$ cat src/rtl/cla_pkg.sv
// Shared definitions for the nibble-serial carry-lookahead adder.
package cla_pkg;

    localparam int unsigned NIBBLE_W = 4;

    typedef enum logic [1:0] {
        IDLE = 2'd0,
        RUN  = 2'd1,
        DONE = 2'd2
    } state_e;

endpackage

$ cat src/rtl/cla_nibble_serial_adder_if.sv
// Operand/result valid-ready bundle between the producer/consumer and the adder.
interface cla_nibble_serial_adder_if #(
    parameter int unsigned WIDTH = 16
);
    logic             in_valid;
    logic             in_ready;
    logic [WIDTH-1:0] a;
    logic [WIDTH-1:0] b;
    logic             c_in;
    logic             out_valid;
    logic             out_ready;
    logic [WIDTH-1:0] sum;
    logic             c_out;
    logic             P;
    logic             G;
    logic             ovf;

    modport master (
        output in_valid, a, b, c_in, out_ready,
        input  in_ready, out_valid, sum, c_out, P, G, ovf
    );

    modport slave (
        input  in_valid, a, b, c_in, out_ready,
        output in_ready, out_valid, sum, c_out, P, G, ovf
    );
endinterface

$ cat src/rtl/CLA_4_bit_Augmented.sv
// Combinational 4-bit carry-lookahead slice with group propagate/generate outputs.
module CLA_4_bit_Augmented (
    input  logic [3:0] a,
    input  logic [3:0] b,
    input  logic       c_in,
    output logic [3:0] sum,
    output logic       c_out,
    output logic       P,
    output logic       G
);
    logic [3:0] p;
    logic [3:0] g;
    logic [3:0] c;

    assign p = a ^ b;
    assign g = a & b;

    assign c[0] = c_in;
    assign c[1] = g[0] | (p[0] & c_in);
    assign c[2] = g[1] | (p[1] & g[0]) | (p[1] & p[0] & c_in);
    assign c[3] = g[2] | (p[2] & g[1]) | (p[2] & p[1] & g[0]) | (p[2] & p[1] & p[0] & c_in);

    assign sum   = p ^ c;
    assign P     = &p;
    assign G     = g[3] | (p[3] & g[2]) | (p[3] & p[2] & g[1]) | (p[3] & p[2] & p[1] & g[0]);
    assign c_out = G | (P & c_in);
endmodule

$ cat src/rtl/cla_nibble_serial_adder.sv
// WIDTH-bit adder that reuses one 4-bit CLA slice, one nibble per cycle, LSB first,
// with valid/ready handshakes on operands and result.
module cla_nibble_serial_adder
    import cla_pkg::*;
#(
    parameter int unsigned WIDTH = 16
) (
    input  logic                    clk,
    input  logic                    rst,
    cla_nibble_serial_adder_if.slave bus
);
    localparam int unsigned NIBBLES = WIDTH / NIBBLE_W;
    localparam int unsigned IDX_W   = (NIBBLES > 1) ? $clog2(NIBBLES) : 1;

    if (((WIDTH % NIBBLE_W) != 0) || (WIDTH < NIBBLE_W)) begin : g_width_check
        $error("cla_nibble_serial_adder: WIDTH must be a multiple of 4 and >= 4");
    end

    state_e             state_q, state_d;
    logic [IDX_W-1:0]   idx_q, idx_d;
    logic [WIDTH-1:0]   a_q, a_d;
    logic [WIDTH-1:0]   b_q, b_d;
    logic               carry_q, carry_d;
    logic               p_acc_q, p_acc_d;
    logic               g_acc_q, g_acc_d;
    logic [WIDTH-1:0]   sum_acc_q, sum_acc_d;
    logic               in_ready_q, in_ready_d;
    logic               out_valid_q, out_valid_d;
    logic [WIDTH-1:0]   sum_q, sum_d;
    logic               c_out_q, c_out_d;
    logic               p_q, p_d;
    logic               g_q, g_d;
    logic               ovf_q, ovf_d;

    logic [NIBBLE_W-1:0] slice_a;
    logic [NIBBLE_W-1:0] slice_b;
    logic [NIBBLE_W-1:0] slice_sum;
    logic                slice_c;
    logic                slice_p;
    logic                slice_g;
    logic [WIDTH-1:0]    sum_full;
    logic                p_next;
    logic                g_next;

    assign slice_a = a_q[NIBBLE_W*idx_q +: NIBBLE_W];
    assign slice_b = b_q[NIBBLE_W*idx_q +: NIBBLE_W];

    CLA_4_bit_Augmented u_slice (
        .a     (slice_a),
        .b     (slice_b),
        .c_in  (carry_q),
        .sum   (slice_sum),
        .c_out (slice_c),
        .P     (slice_p),
        .G     (slice_g)
    );

    // Next-state, datapath sequencing and registered-output values.
    always_comb begin
        state_d     = state_q;
        idx_d       = idx_q;
        a_d         = a_q;
        b_d         = b_q;
        carry_d     = carry_q;
        p_acc_d     = p_acc_q;
        g_acc_d     = g_acc_q;
        sum_acc_d   = sum_acc_q;
        in_ready_d  = 1'b0;
        out_valid_d = out_valid_q;
        sum_d       = sum_q;
        c_out_d     = c_out_q;
        p_d         = p_q;
        g_d         = g_q;
        ovf_d       = ovf_q;

        sum_full = sum_acc_q;
        sum_full[NIBBLE_W*idx_q +: NIBBLE_W] = slice_sum;
        p_next = p_acc_q & slice_p;
        g_next = slice_g | (slice_p & g_acc_q);

        unique case (state_q)
            IDLE: begin
                if (bus.in_valid && in_ready_q) begin
                    a_d     = bus.a;
                    b_d     = bus.b;
                    carry_d = bus.c_in;
                    idx_d   = '0;
                    p_acc_d = 1'b1;
                    g_acc_d = 1'b0;
                    state_d = RUN;
                end
            end
            RUN: begin
                sum_acc_d = sum_full;
                carry_d   = slice_c;
                p_acc_d   = p_next;
                g_acc_d   = g_next;
                if (idx_q == IDX_W'(NIBBLES - 1)) begin
                    sum_d       = sum_full;
                    c_out_d     = slice_c;
                    p_d         = p_next;
                    g_d         = g_next;
                    ovf_d       = (a_q[WIDTH-1] == b_q[WIDTH-1]) && (sum_full[WIDTH-1] != a_q[WIDTH-1]);
                    out_valid_d = 1'b1;
                    state_d     = DONE;
                end else begin
                    idx_d = idx_q + IDX_W'(1);
                end
            end
            DONE: begin
                if (out_valid_q && bus.out_ready) begin
                    out_valid_d = 1'b0;
                    state_d     = IDLE;
                end
            end
            default: state_d = IDLE;
        endcase

        in_ready_d = (state_d == IDLE);
    end

    always_ff @(posedge clk) begin
        if (rst) begin
            state_q     <= IDLE;
            idx_q       <= '0;
            a_q         <= '0;
            b_q         <= '0;
            carry_q     <= 1'b0;
            p_acc_q     <= 1'b0;
            g_acc_q     <= 1'b0;
            sum_acc_q   <= '0;
            in_ready_q  <= 1'b0;
            out_valid_q <= 1'b0;
            sum_q       <= '0;
            c_out_q     <= 1'b0;
            p_q         <= 1'b0;
            g_q         <= 1'b0;
            ovf_q       <= 1'b0;
        end else begin
            state_q     <= state_d;
            idx_q       <= idx_d;
            a_q         <= a_d;
            b_q         <= b_d;
            carry_q     <= carry_d;
            p_acc_q     <= p_acc_d;
            g_acc_q     <= g_acc_d;
            sum_acc_q   <= sum_acc_d;
            in_ready_q  <= in_ready_d;
            out_valid_q <= out_valid_d;
            sum_q       <= sum_d;
            c_out_q     <= c_out_d;
            p_q         <= p_d;
            g_q         <= g_d;
            ovf_q       <= ovf_d;
        end
    end

    assign bus.in_ready  = in_ready_q;
    assign bus.out_valid = out_valid_q;
    assign bus.sum       = sum_q;
    assign bus.c_out     = c_out_q;
    assign bus.P         = p_q;
    assign bus.G         = g_q;
    assign bus.ovf       = ovf_q;
endmodule

$ cat src/flat_wrapper.sv
// flat-port wrapper written by rule: the top's interface ports become plain ports
module cla_nibble_serial_adder_flat import cla_pkg::*;
#(
    parameter int unsigned WIDTH = 16
)
  (clk, rst, bus_in_valid, bus_a, bus_b, bus_c_in, bus_out_ready, bus_in_ready, bus_out_valid, bus_sum, bus_c_out, bus_P, bus_G, bus_ovf);
  cla_nibble_serial_adder_if #(.WIDTH(WIDTH)) bus_i ();
  input  logic clk;
  input  logic rst;
  input wire logic [$bits(bus_i.in_valid)-1:0] bus_in_valid;
  input wire logic [$bits(bus_i.a)-1:0] bus_a;
  input wire logic [$bits(bus_i.b)-1:0] bus_b;
  input wire logic [$bits(bus_i.c_in)-1:0] bus_c_in;
  input wire logic [$bits(bus_i.out_ready)-1:0] bus_out_ready;
  output wire logic [$bits(bus_i.in_ready)-1:0] bus_in_ready;
  output wire logic [$bits(bus_i.out_valid)-1:0] bus_out_valid;
  output wire logic [$bits(bus_i.sum)-1:0] bus_sum;
  output wire logic [$bits(bus_i.c_out)-1:0] bus_c_out;
  output wire logic [$bits(bus_i.P)-1:0] bus_P;
  output wire logic [$bits(bus_i.G)-1:0] bus_G;
  output wire logic [$bits(bus_i.ovf)-1:0] bus_ovf;
  assign bus_i.in_valid = bus_in_valid;
  assign bus_i.a = bus_a;
  assign bus_i.b = bus_b;
  assign bus_i.c_in = bus_c_in;
  assign bus_i.out_ready = bus_out_ready;
  assign bus_in_ready = bus_i.in_ready;
  assign bus_out_valid = bus_i.out_valid;
  assign bus_sum = bus_i.sum;
  assign bus_c_out = bus_i.c_out;
  assign bus_P = bus_i.P;
  assign bus_G = bus_i.G;
  assign bus_ovf = bus_i.ovf;
  cla_nibble_serial_adder #(.WIDTH(WIDTH)) u_core (.clk(clk), .rst(rst), .bus(bus_i));
endmodule
$ cat config.mk
export PLATFORM = sky130hd
export DESIGN_NAME = cla_nibble_serial_adder_flat
export DESIGN_NICKNAME = d
export VERILOG_FILES = /design/src/rtl/cla_pkg.sv /design/src/rtl/cla_nibble_serial_adder_if.sv /design/src/rtl/CLA_4_bit_Augmented.sv /design/src/rtl/cla_nibble_serial_adder.sv /design/src/flat_wrapper.sv
export SDC_FILE = /design/constraint.sdc
export NUM_CORES = 1
export LEC_CHECK = 0
export BUFFER_PORTS_ARGS = -buffer_cell sky130_fd_sc_hd__clkbuf_2
export CAP_MARGIN = 20
export CORE_MARGIN = 2
export CORE_UTILIZATION = 45
export DETAILED_ROUTE_END_ITERATION = 8
export PLACE_DENSITY = 0.74
export SLEW_MARGIN = 25
export SYNTH_ARGS = -nofsm -noshare
export SYNTH_HDL_FRONTEND = slang
export SYNTH_SLANG_ARGS = --single-unit
$ cat constraint.sdc
create_clock -name clk -period 4.05 [get_ports clk]
set_clock_uncertainty 0.2 [all_clocks]
set_input_delay 0.81 -clock clk [delete_from_list [all_inputs] [get_ports clk]]
set_output_delay 0.81 -clock clk [all_outputs]
set_load 0.02 [all_outputs]
==> impl_metrics.tcl <==
set metrics [dict create \
    number_of_flops_mapped_to_enable_cells_by_yosys 0 \
    final_area_um2 3970 \
    remaining_drc_errors 0 \
    coreArea_um2 7290 \
    synth_area_leaders "sky130_fd_sc_hd__dfxtp_1 (45%), sky130_fd_sc_hd__nand2_1 (8.1%), sky130_fd_sc_hd__a21oi_1 (6.0%), sky130_fd_sc_hd__mux4_2 (5.3%), sky130_fd_sc_hd__ha_1 (5.2%)" \
    yosys_most_used_dff "sky130_fd_sc_hd__dfxtp_1" \
    grt_start_max_net_pins 47 \
    syn-num-nets 440 \
    num_io_pins 59 \
    grt_setup_unrepaired "no" \
    reg_to_reg_startpoint "u_core.idx_q[0]$_SDFFE_PP0P_" \
    clock_tree.buffer_depth 2 \
    initial_utilization_pct 46.6 \
    dieHeight_um 90.9 \
    number_of_instances_in_the_synthesized_netlist 388 \
    cts.clk_slew.worst_paths_ns 0.09 \
    yosysTopAreaCell "sky130_fd_sc_hd__dfxtp_1" \
    syn-cell-area_um2 3400 \
    power_consumption_w 0.00156 \
    startpoint_type "register" \
    hold_path_startpoint "u_core.a_q[5]$_SDFFE_PP0P_" \
    fraction_of_registers_with_async_set_reset_pct 0 \
    clockRootBuffer "sky130_fd_sc_hd__clkbuf_8" \
    antenna_found_initial 0 \
    post_drt_via_cell_ratio 5.36 \
    final_weighted_congestion_in_routability_driven_placement 0.799 \
    maxSlewViolCount 0 \
    wire_length_of_the_first_global_routing_pass_mm 12.5 \
    final_min_period_over_clock_period_pct 88.6 \
    yosys_warnings 0 \
    die_area_um2 8260 \
    post_dp_hpwl_mm 5.27 \
    nets 489 \
    timing.critical_path.cells "mux4_2 > ha_1 > and3_2 > or4_4 > and2_1 > a221oi_1 > nor3_1" \
    outcome "complete, no violations" \
    average_cell_area_after_synthesis_um2 8.76 \
    p_per_area_nw_per_um2 393 \
    die_x_um 90.9 \
    cts_hold_buffers 0 \
    h-tree-depth 3 \
    std_cell_rows 31 \
    max_stage_delay_ns 0.84 \
    starting_drt_drc_count 119 \
    post_cts_resize_count 0 \
    kind_of_critical_path "register to register" \
    setup_tns_ns 0 \
    cell_type_group_with_the_largest_total_delay_on_the_critical_path "simple AND/OR/NAND/NOR gates" \
    slew_headroom_pct 37.1 \
    hold_ws_ns 0.259 \
    synth_commonest_cells "sky130_fd_sc_hd__dfxtp_1 (77), sky130_fd_sc_hd__nand2_1 (73), sky130_fd_sc_hd__nor2_1 (42)" \
    critical_path_peak_fanout 16 \
    drive_gt1_share_pct 22.4 \
    synth.ff_latch_count 77 \
    grt_remaining_overflow 0 \
    detail_route.wirelength_mm 7.41 \
    place_worst_setup_slack_ns 0.462 \
    clock_sink_count 77 \
    worst-endpoint-arrival_ns 3.58 \
    cts-buffers-inserted 9 \
    finalHoldViolations 0 \
    crit_slowest_cell "sky130_fd_sc_hd__dfxtp_1" \
    wl_per_cell_um 13.7 \
    first_element_of_the_critical_path "u_core.idx_q[0]$_SDFFE_PP0P_" \
    post-route-worst-setup-slack_ns 0.463 \
    cp_required_ns 4.04 \
    area_growth_syn_to_layout_pct 16.8 \
    synth_cell_type_count 40 \
    clock_latency_ns 0.36 \
    insertedDiodeCount 0 \
    fin_crit_ns 3.59 \
    hold_path.class "register to register" \
    num_vias 2901 \
    groute.usage.overall_pct 18.5 \
    maxCapViolations 0 \
    clock_tree_from_tritoncts "done" \
    netlist.area_leader.share_pct 45.4 \
    cp.buffers_inverters 0 \
    ant_nets_after_route 0 \
    achievable-frequency_mhz 279 \
    yosys.cell_count.top_type "sky130_fd_sc_hd__dfxtp_1" \
    crit_path_end_kind "register" \
    number_of_global_route_vias_before_repair 2743 \
    post_dp_cell_area_um2 3760 \
    ir_worst_vdd_v 0.000199 \
    synth-seq-area-share_pct 45.4 \
    dr.pass1.iters 4 \
    power_leakage_nw 1.52 \
    tightest_slew_ns 0.943 \
    cts.repair_timing.setup_buffer_count 0 \
    buffer_ports.inserted 58 \
    count_of_endpoints_failing_setup_in_the_final_report 0 \
]
==> layer usage <==
metal,up-vias,share of wire (%),GRT usage (%)
li1,1472,-,-
met1,1345,45,23.1
met5,-,0,0
met2,72,48,30.2
met4,0,1.8,7.32
met3,12,4.9,5.34
==> per-stage QoR <==
step,cells,utilization (%)
after global routing,541,54.4
after global placement,525,51.5
after floorplan,388,-
after detailed placement,525,51.5
after CTS,541,54.4
final,541,54.4
==> cell type report <==
cell class	count	area, µm²
Clock inverter	6	70.1
Inverter	14	52.6
Clock buffer	10	138
Timing Repair Buffer	64	335
Fill cell	686	3320
Tap cell	99	124
Sequential cell	77	1540
Multi-Input combinational cell	271	1710
==> worst reg2reg max path, stage by stage, from the launching register on <==
cell	delay, ns
sky130_fd_sc_hd__dfxtp_1	0.84
sky130_fd_sc_hd__mux4_2	0.61
sky130_fd_sc_hd__ha_1	0.37
sky130_fd_sc_hd__and3_2	0.25
sky130_fd_sc_hd__or4_4	0.48
sky130_fd_sc_hd__and2_1	0.28
sky130_fd_sc_hd__a221oi_1	0.31
sky130_fd_sc_hd__nor3_1	0.09
==> final timing paths <==
path                                                        end  slack (ns)  depth (start not counted)
worst min-delay path                 u_core.a_q[5]$_SDFFE_PP0P_        0.26                          2
worst min register to register       u_core.a_q[5]$_SDFFE_PP0P_        0.26                          2
worst max register to register  u_core.bus.sum[11]$_SDFFE_PP0P_        0.46                          7
worst max-delay path            u_core.bus.sum[11]$_SDFFE_PP0P_        0.46                          7
==> flip-flops by register name (all words and copies together) (netlist names) <==
register	count
u_core.bus.ovf	1
u_core.sum_acc_q	16
u_core.bus.c_out	1
u_core.bus.in_ready	1
u_core.bus.out_valid	1
u_core.idx_q	2
u_core.bus.P	1
u_core.g_acc_q	1
u_core.b_q	16
u_core.state_q	2
u_core.a_q	16
u_core.bus.sum	16
u_core.p_acc_q	1
u_core.carry_q	1
u_core.bus.G	1
==> power by group <==
part	internal [W]	switching (W)
registers	0.000783	0.0000184
logic	0.0000641	0.0000969
clock network	0.000305	0.000291
total	0.00115	0.000407
==> layout by cell type (no fill, tap or decap), types with 3 or more instances in the layout <==
cell,Yosys,final
sky130_fd_sc_hd__clkbuf_8,0,10
sky130_fd_sc_hd__inv_1,13,13
sky130_fd_sc_hd__ha_1,14,14
sky130_fd_sc_hd__buf_4,0,6
sky130_fd_sc_hd__and2_1,3,3
sky130_fd_sc_hd__a32oi_1,9,9
sky130_fd_sc_hd__a22oi_1,9,9
sky130_fd_sc_hd__nand3_1,3,3
sky130_fd_sc_hd__a211oi_1,10,10
sky130_fd_sc_hd__a221oi_1,11,11
sky130_fd_sc_hd__mux4_2,8,8
sky130_fd_sc_hd__a21oi_1,41,41
sky130_fd_sc_hd__clkinvlp_4,0,3
sky130_fd_sc_hd__a311oi_1,3,3
sky130_fd_sc_hd__o21ai_0,6,6
sky130_fd_sc_hd__dfxtp_1,77,77
sky130_fd_sc_hd__nor3_1,13,13
sky130_fd_sc_hd__clkbuf_2,0,58
sky130_fd_sc_hd__nand2_1,73,73
sky130_fd_sc_hd__nor2_1,42,42
==> logic make-up after synthesis <==
group	synth area share, %
buffers and inverters	4.45
adders and majority gates	5.74
DFF	45.4
muxes	5.30
AOI/OAI and AO/OA	19.1
xor gates and xnor gates	0.516
and+or+nand+nor	19.5
Note: power is estimated with default switching activity, not from simulation.
